**config.mk**
```make
export PLATFORM = sky130hd
export DESIGN_NAME = led_matrix_test_sim
export DESIGN_NICKNAME = d
export VERILOG_FILES = /design/src/rtl/led_matrix_pkg.sv /design/src/rtl/led_test_pattern.sv /design/src/rtl/led_matrix_test_sim.sv
export SDC_FILE = /design/constraint.sdc
export NUM_CORES = 1
export LEC_CHECK = 0
export CAP_MARGIN = 25
export CORE_ASPECT_RATIO = 0.6
export CORE_UTILIZATION = 59
export DETAILED_ROUTE_END_ITERATION = 16
export PLACE_DENSITY = 0.76
export SLEW_MARGIN = 20
export SYNTH_ARGS = -nofsm -noshare
export SYNTH_HDL_FRONTEND = slang
export SYNTH_HIERARCHICAL = 1
export SYNTH_SLANG_ARGS = --single-unit
```
**constraint.sdc**
```tcl
create_clock -name clk_25mhz -period 3.4 [get_ports clk_25mhz]
set_clock_uncertainty 0.1 [all_clocks]
set_input_delay 0.34 -clock clk_25mhz [delete_from_list [all_inputs] [get_ports clk_25mhz]]
set_output_delay 0.34 -clock clk_25mhz [all_outputs]
set_load 0.02 [all_outputs]
```
**src/rtl/led_matrix_pkg.sv**
```systemverilog
// Shared encodings, geometry defaults and FM6126 init words for the HUB75 test-pattern driver.
package led_matrix_pkg;

    localparam int unsigned COLS_DEF     = 64;
    localparam int unsigned BITS_DEF     = 4;
    localparam int unsigned BASE_ON_DEF  = 16;
    localparam int unsigned RST_HOLD_DEF = 255;

    localparam int unsigned COL_W   = 6;
    localparam int unsigned ROW_W   = 5;
    localparam int unsigned PLANE_W = 2;
    localparam int unsigned LEVEL_W = 4;
    localparam int unsigned ON_W    = 16;
    localparam int unsigned RST_W   = 8;
    localparam int unsigned RGB_W   = 3;

    typedef enum logic [4:0] {
        S_IDLE    = 5'd0,
        S_CFG     = 5'd1,
        S_SHIFT   = 5'd2,
        S_LATCH   = 5'd3,
        S_DISPLAY = 5'd4,
        S_NEXT    = 5'd5
    } state_e;

    typedef struct packed {
        logic b;
        logic g;
        logic r;
    } rgb_t;

    localparam logic [15:0] FM6126_REG11 = 16'h7FFF;
    localparam logic [15:0] FM6126_REG12 = 16'h0040;

endpackage

```
**src/rtl/led_test_pattern.sv**
```systemverilog
// Combinational test-pattern pixel: R=x/4, G=y/4, B=R^G, one BCM bit plane selected.
module led_test_pattern
    import led_matrix_pkg::*;
(
    input  logic [COL_W-1:0]   x_i,
    input  logic [COL_W-1:0]   y_i,
    input  logic [PLANE_W-1:0] plane_i,
    output rgb_t               rgb_c_o
);

    logic [LEVEL_W-1:0] r_lvl;
    logic [LEVEL_W-1:0] g_lvl;
    logic [LEVEL_W-1:0] b_lvl;

    assign r_lvl = x_i[5:2];
    assign g_lvl = y_i[5:2];
    assign b_lvl = r_lvl ^ g_lvl;

    assign rgb_c_o.r = r_lvl[plane_i];
    assign rgb_c_o.g = g_lvl[plane_i];
    assign rgb_c_o.b = b_lvl[plane_i];

endmodule

```
**src/rtl/led_matrix_test_sim.sv**
```systemverilog
// HUB75 64x64 driver with built-in BCM test pattern; FM6126_INIT_EN adds FM6126 register init in S_CFG.
module led_matrix_test_sim
    import led_matrix_pkg::*;
#(
    parameter int unsigned COLS     = COLS_DEF,
    parameter int unsigned BITS     = BITS_DEF,
    parameter int unsigned BASE_ON  = BASE_ON_DEF,
    parameter int unsigned RST_HOLD = RST_HOLD_DEF
) (
    input  logic             clk_25mhz,
    input  logic             rst_n,
    output logic             LP_CLK,
    output logic             LATCH,
    output logic             NOE,
    output logic [RGB_W-1:0] RGB0,
    output logic [RGB_W-1:0] RGB1,
    output logic [ROW_W-1:0] ROW
);

    state_e               state_q, state_d;
    logic [RST_W-1:0]     rst_cnt_q;
    logic                 cfg_done_q, cfg_done_d;
    logic [ROW_W-1:0]     row_q, row_d;
    logic [COL_W-1:0]     col_q, col_d;
    logic                 phase_q, phase_d;
    logic [PLANE_W-1:0]   plane_q, plane_d;
    logic [ON_W-1:0]      on_cnt_q, on_cnt_d;
    logic [ON_W-1:0]      on_len;

    logic                 lp_clk_q, lp_clk_d;
    logic                 latch_q, latch_d;
    logic                 noe_q, noe_d;
    logic [RGB_W-1:0]     rgb0_q, rgb0_d;
    logic [RGB_W-1:0]     rgb1_q, rgb1_d;
    logic [ROW_W-1:0]     row_out_q, row_out_d;

    rgb_t                 pat_top;
    rgb_t                 pat_bot;

`ifdef FM6126_INIT_EN
    logic                 cfg_sel_q, cfg_sel_d;
    logic [15:0]          cfg_word;
    logic                 cfg_bit;
    logic [COL_W-1:0]     cfg_lat_from;
`endif

    led_test_pattern u_pat_top (
        .x_i     (col_q),
        .y_i     ({1'b0, row_q}),
        .plane_i (plane_q),
        .rgb_c_o (pat_top)
    );

    led_test_pattern u_pat_bot (
        .x_i     (col_q),
        .y_i     ({1'b1, row_q}),
        .plane_i (plane_q),
        .rgb_c_o (pat_bot)
    );

    // Reset stretch: counts up after release and saturates at RST_HOLD
    always_ff @(posedge clk_25mhz or negedge rst_n) begin
        if (!rst_n) begin
            rst_cnt_q <= '0;
        end else if (rst_cnt_q != RST_W'(RST_HOLD)) begin
            rst_cnt_q <= rst_cnt_q + RST_W'(1);
        end
    end

    always_ff @(posedge clk_25mhz or negedge rst_n) begin
        if (!rst_n) begin
            state_q    <= S_IDLE;
            cfg_done_q <= 1'b0;
            row_q      <= '0;
            col_q      <= '0;
            phase_q    <= 1'b0;
            plane_q    <= '0;
            on_cnt_q   <= '0;
            lp_clk_q   <= 1'b0;
            latch_q    <= 1'b0;
            noe_q      <= 1'b1;
            rgb0_q     <= '0;
            rgb1_q     <= '0;
            row_out_q  <= '0;
        end else begin
            state_q    <= state_d;
            cfg_done_q <= cfg_done_d;
            row_q      <= row_d;
            col_q      <= col_d;
            phase_q    <= phase_d;
            plane_q    <= plane_d;
            on_cnt_q   <= on_cnt_d;
            lp_clk_q   <= lp_clk_d;
            latch_q    <= latch_d;
            noe_q      <= noe_d;
            rgb0_q     <= rgb0_d;
            rgb1_q     <= rgb1_d;
            row_out_q  <= row_out_d;
        end
    end

`ifdef FM6126_INIT_EN
    always_ff @(posedge clk_25mhz or negedge rst_n) begin
        if (!rst_n) begin
            cfg_sel_q <= 1'b0;
        end else begin
            cfg_sel_q <= cfg_sel_d;
        end
    end

    assign cfg_word     = cfg_sel_q ? FM6126_REG12 : FM6126_REG11;
    assign cfg_bit      = cfg_word[4'd15 - col_q[3:0]];
    assign cfg_lat_from = cfg_sel_q ? COL_W'(COLS - 12) : COL_W'(COLS - 11);
`endif

    // Next-state and registered-output decode; outputs appear one cycle after their state
    always_comb begin
        state_d    = state_q;
        cfg_done_d = cfg_done_q;
        row_d      = row_q;
        col_d      = col_q;
        phase_d    = phase_q;
        plane_d    = plane_q;
        on_cnt_d   = on_cnt_q;
        lp_clk_d   = 1'b0;
        latch_d    = 1'b0;
        noe_d      = 1'b1;
        rgb0_d     = rgb0_q;
        rgb1_d     = rgb1_q;
        row_out_d  = row_out_q;
        on_len     = ON_W'(BASE_ON) << plane_q;
`ifdef FM6126_INIT_EN
        cfg_sel_d  = cfg_sel_q;
`endif

        case (state_q)
            S_IDLE: begin
                if (rst_cnt_q == RST_W'(RST_HOLD)) begin
                    state_d = S_CFG;
                end
            end
            S_CFG: begin
`ifdef FM6126_INIT_EN
                lp_clk_d = phase_q;
                latch_d  = (col_q >= cfg_lat_from);
                if (!phase_q) begin
                    rgb0_d  = {RGB_W{cfg_bit}};
                    rgb1_d  = {RGB_W{cfg_bit}};
                    phase_d = 1'b1;
                end else begin
                    phase_d = 1'b0;
                    if (col_q == COL_W'(COLS - 1)) begin
                        col_d = '0;
                        if (cfg_sel_q) begin
                            cfg_done_d = 1'b1;
                            state_d    = S_SHIFT;
                        end else begin
                            cfg_sel_d = 1'b1;
                        end
                    end else begin
                        col_d = col_q + COL_W'(1);
                    end
                end
`else
                cfg_done_d = 1'b1;
                col_d      = '0;
                phase_d    = 1'b0;
                state_d    = S_SHIFT;
`endif
            end
            S_SHIFT: begin
                lp_clk_d = phase_q;
                if (!phase_q) begin
                    rgb0_d  = pat_top;
                    rgb1_d  = pat_bot;
                    phase_d = 1'b1;
                end else begin
                    phase_d = 1'b0;
                    if (col_q == COL_W'(COLS - 1)) begin
                        state_d = S_LATCH;
                    end else begin
                        col_d = col_q + COL_W'(1);
                    end
                end
            end
            S_LATCH: begin
                latch_d   = 1'b1;
                row_out_d = row_q;
                on_cnt_d  = '0;
                state_d   = S_DISPLAY;
            end
            S_DISPLAY: begin
                noe_d = 1'b0;
                if (on_cnt_q == on_len - ON_W'(1)) begin
                    state_d = S_NEXT;
                end else begin
                    on_cnt_d = on_cnt_q + ON_W'(1);
                end
            end
            S_NEXT: begin
                if (plane_q == PLANE_W'(BITS - 1)) begin
                    plane_d = '0;
                    row_d   = row_q + ROW_W'(1);
                end else begin
                    plane_d = plane_q + PLANE_W'(1);
                end
                col_d   = '0;
                phase_d = 1'b0;
                state_d = S_SHIFT;
            end
            default: begin
                state_d = S_IDLE;
            end
        endcase
    end

    assign LP_CLK = lp_clk_q;
    assign LATCH  = latch_q;
    assign NOE    = noe_q;
    assign RGB0   = rgb0_q;
    assign RGB1   = rgb1_q;
    assign ROW    = row_out_q;

endmodule

```
==> results.toml <==
[run_status]
status = "complete, no violations"

[sta]
fmax_mhz = 355
hold_viol = 0
final.setup.tns_ps = 0
worst_pin_slew_ps = 845
finalSetupViolations = 0
layout_setup_ws_ps = 582
min_period_ps = 2820
slew_headroom_pct = 43.2
drv_slew = 0
finalCritPeriodShare_pct = 82.9
rsz0062_at_grt = "no"

[setup_path]
start_kind = "register"
endpoint_kind = "register"
cp_slowest_cell = "dfrtp_1"
reg2reg_slack_ps = 580
reg2reg_to = "on_cnt_q[0]"
critPathTopFamily = "flip-flops"
cp_max_fo = 21
r2r-start = "plane_q[0]"
critPathBufInv = 2
worstPathArrival_ps = 2950
crit_cells = 9
cp.required_ps = 3530
startpoint = "plane_q[0]"
path_class = "register to register"
rr_worst_depth = 9
slowest_delay_ps = 630
crit_chain = "inv_1 -> ha_1 -> inv_1 -> ha_1 -> xnor2_1 -> nor4_1 -> o221a_2 -> nand2b_1 -> mux2i_1"
cp-endpoint = "on_cnt_q[0]"

[global_routing]
grt_max_degree = 40
overflow = 0
grt_pass1_vias = 1877
antenna_found_initial = 0
grt_pass1_wl_mm = 9.48
grt.total_usage_pct = 24.0

[detailed_routing]
first_pass_iters = 5
wire_per_inst_um = 16.0
ant_nets = 0
via_per_inst = 5.70
routed_wl_mm = 5.64
vias = 2013
drt_iter0_drc = 213
drc = 0

[layout]
synthToLayoutAreaGrowth_pct = 10.7
nets = 302
finalInstanceArea_um2 = 3210
antenna_cells = 0
drive_gt1_share_pct = 12.4

[floorplanning]
dieArea_um2 = 5220
num_rows = 19
initial_core_util_pct = 62.3
coreArea_um2 = 4660
die_w_um = 92.6
ios = 16
die_h_um = 56.3

[logic_synthesis]
synth_area_leader_cell = "dfrtp_1"
ys.flop_type = "dfrtp_1"
yosysMostFrequentCell = "dfrtp_1"
netlist.area_leader.share_pct = 46.5
syn-cell-area_um2 = 2900
ys_warn_count = 6
yosysSeqAreaShare_pct = 47.4
synth_edf_count = 0
netlist_instances = 270
synth_area_leaders = "dfrtp_1, ha_1, xnor2_1"
async_flop_share_pct = 100
synth_seq_cells = 55
syn_avg_cell_area_um2 = 10.8
yosysUniqueCellTypes = 47
synth_common_cells = "dfrtp_1, nand2_1, nor2_1, xnor2_1, xor2_1"

[pwr]
p_per_area_nw_per_um2 = 337
peakVddDrop_uv = 217
p_leak_nw = 1.49

[placed_design]
place_area_um2 = 3110
dp_hpwl_mm = 4.10
pre_cts_slack_ps = 608
numPortBuffers = 15
gp_congestion = 0.860

[cts]
root_buffer = "clkbuf_8"
path_clk_slew_ps = 90
clkLatencyLatePin_ps = 300
holdBufCountCts = 0
htreeDepth = 2
ctsLongestPathBuffers = 2
cts.sinks = 55
numCtsBuffers = 5
cts_setup_buffers = 0
cts_tree = "built"
cts-resized-gates = 0

[hold_path]
holdCritPathClass = "primary input to async pin"

[run]
maxCapViolations = 0
==> how the worst min path moves through the flow <==
stage	startpoint	end	slack, ps	cells past startpoint
global placement	rst_cnt_q[6]	rst_cnt_q[6]	360	1
finish	rst_n	rst_cnt_q[4]	20	1
CTS	rst_n	rst_cnt_q[4]	60	1
detailed placement	rst_cnt_q[6]	rst_cnt_q[6]	360	1
global route	rst_n	rst_cnt_q[4]	90	1
floorplan	rst_n	LATCH	-60	0
==> per-stage QoR <==
stage | cells | total power [mW] | hold slack, ps | util [%]
after floorplan | 272 | 0.668 | -55.6 | -
after global placement | 346 | 0.682 | 357 | 66.8
after detailed placement | 346 | 0.683 | 363 | 66.8
after CTS | 353 | 1.10 | 59.9 | 69.0
after global routing | 353 | 1.12 | 85.5 | 69.0
final | 353 | 1.08 | 22.2 | 69.0
==> cells in the final DEF, fill, tap and decap left out, types with 2 or more instances in the layout <==
| master | instances |
|---|---|
| or4_1 | 2 |
| o21ai_2 | 2 |
| o211ai_1 | 2 |
| clkbuf_8 | 5 |
| inv_1 | 10 |
| dfrtp_1 | 54 |
| o31ai_1 | 4 |
| nor3_1 | 5 |
| nand2b_1 | 3 |
| nor4_1 | 3 |
| mux4_2 | 4 |
| conb_1 | 4 |
| nand2_1 | 27 |
| and4_1 | 4 |
| or3_1 | 8 |
| clkdlybuf4s50_1 | 14 |
| xnor2_1 | 13 |
| nand3_1 | 12 |
| and3_1 | 5 |
| o21ai_1 | 3 |
| mux4_1 | 2 |
| a21oi_1 | 9 |
| mux2_2 | 9 |
| nand4_1 | 10 |
| a21oi_2 | 4 |
| o21ai_0 | 5 |
| ha_1 | 10 |
| buf_4 | 4 |
| mux2i_1 | 4 |
| nor2_1 | 16 |
| xor2_1 | 13 |
| and2_1 | 3 |
==> flip-flops by register name (all words and copies together), names as in the netlist, 2 cells and up <==
name       flops
RGB1           3
RGB0           3
plane_q        2
on_cnt_q      16
ROW            5
row_q          5
rst_cnt_q      8
state_q        3
col_q          6
==> routing by layer <==
metal	part of all wire (%)	track usage, %	vias up
li1	-	-	998
met1	53	39.9	970
met2	41	31.0	45
met3	6.3	5.96	0
met4	0	4.69	0
met5	0	0	-
==> power by group <==
part	internal, mW	leakage (nW)	switching (mW)
combinational	0.00163	0.689	0.0133
clock	0.216	0.0513	0.199
sequential	0.654	0.751	0
==> cells by family after synthesis <==
family | Yosys count | share of synthesized area [%]
adders and majority gates | 10 | 4.31
other | 2 | 0.259
DFF | 55 | 47.4
xor gates and xnor gates | 26 | 7.84
AOI/OAI and AO/OA | 37 | 8.75
muxes | 19 | 9.78
and+or+nand+nor | 102 | 18.4
buffers and inverters | 19 | 3.27
==> final cells by class <==
type / instances / area, um^2
fillers: 373 / 1450
clock buffers: 6 / 72.6
multi-input cells: 198 / 1440
repair buffers: 19 / 175
inverters: 11 / 41.3
well taps: 63 / 78.8
flip-flops and latches: 55 / 1380
clock inverters: 1 / 30.0
Note: power is estimated with default switching activity, not from simulation.
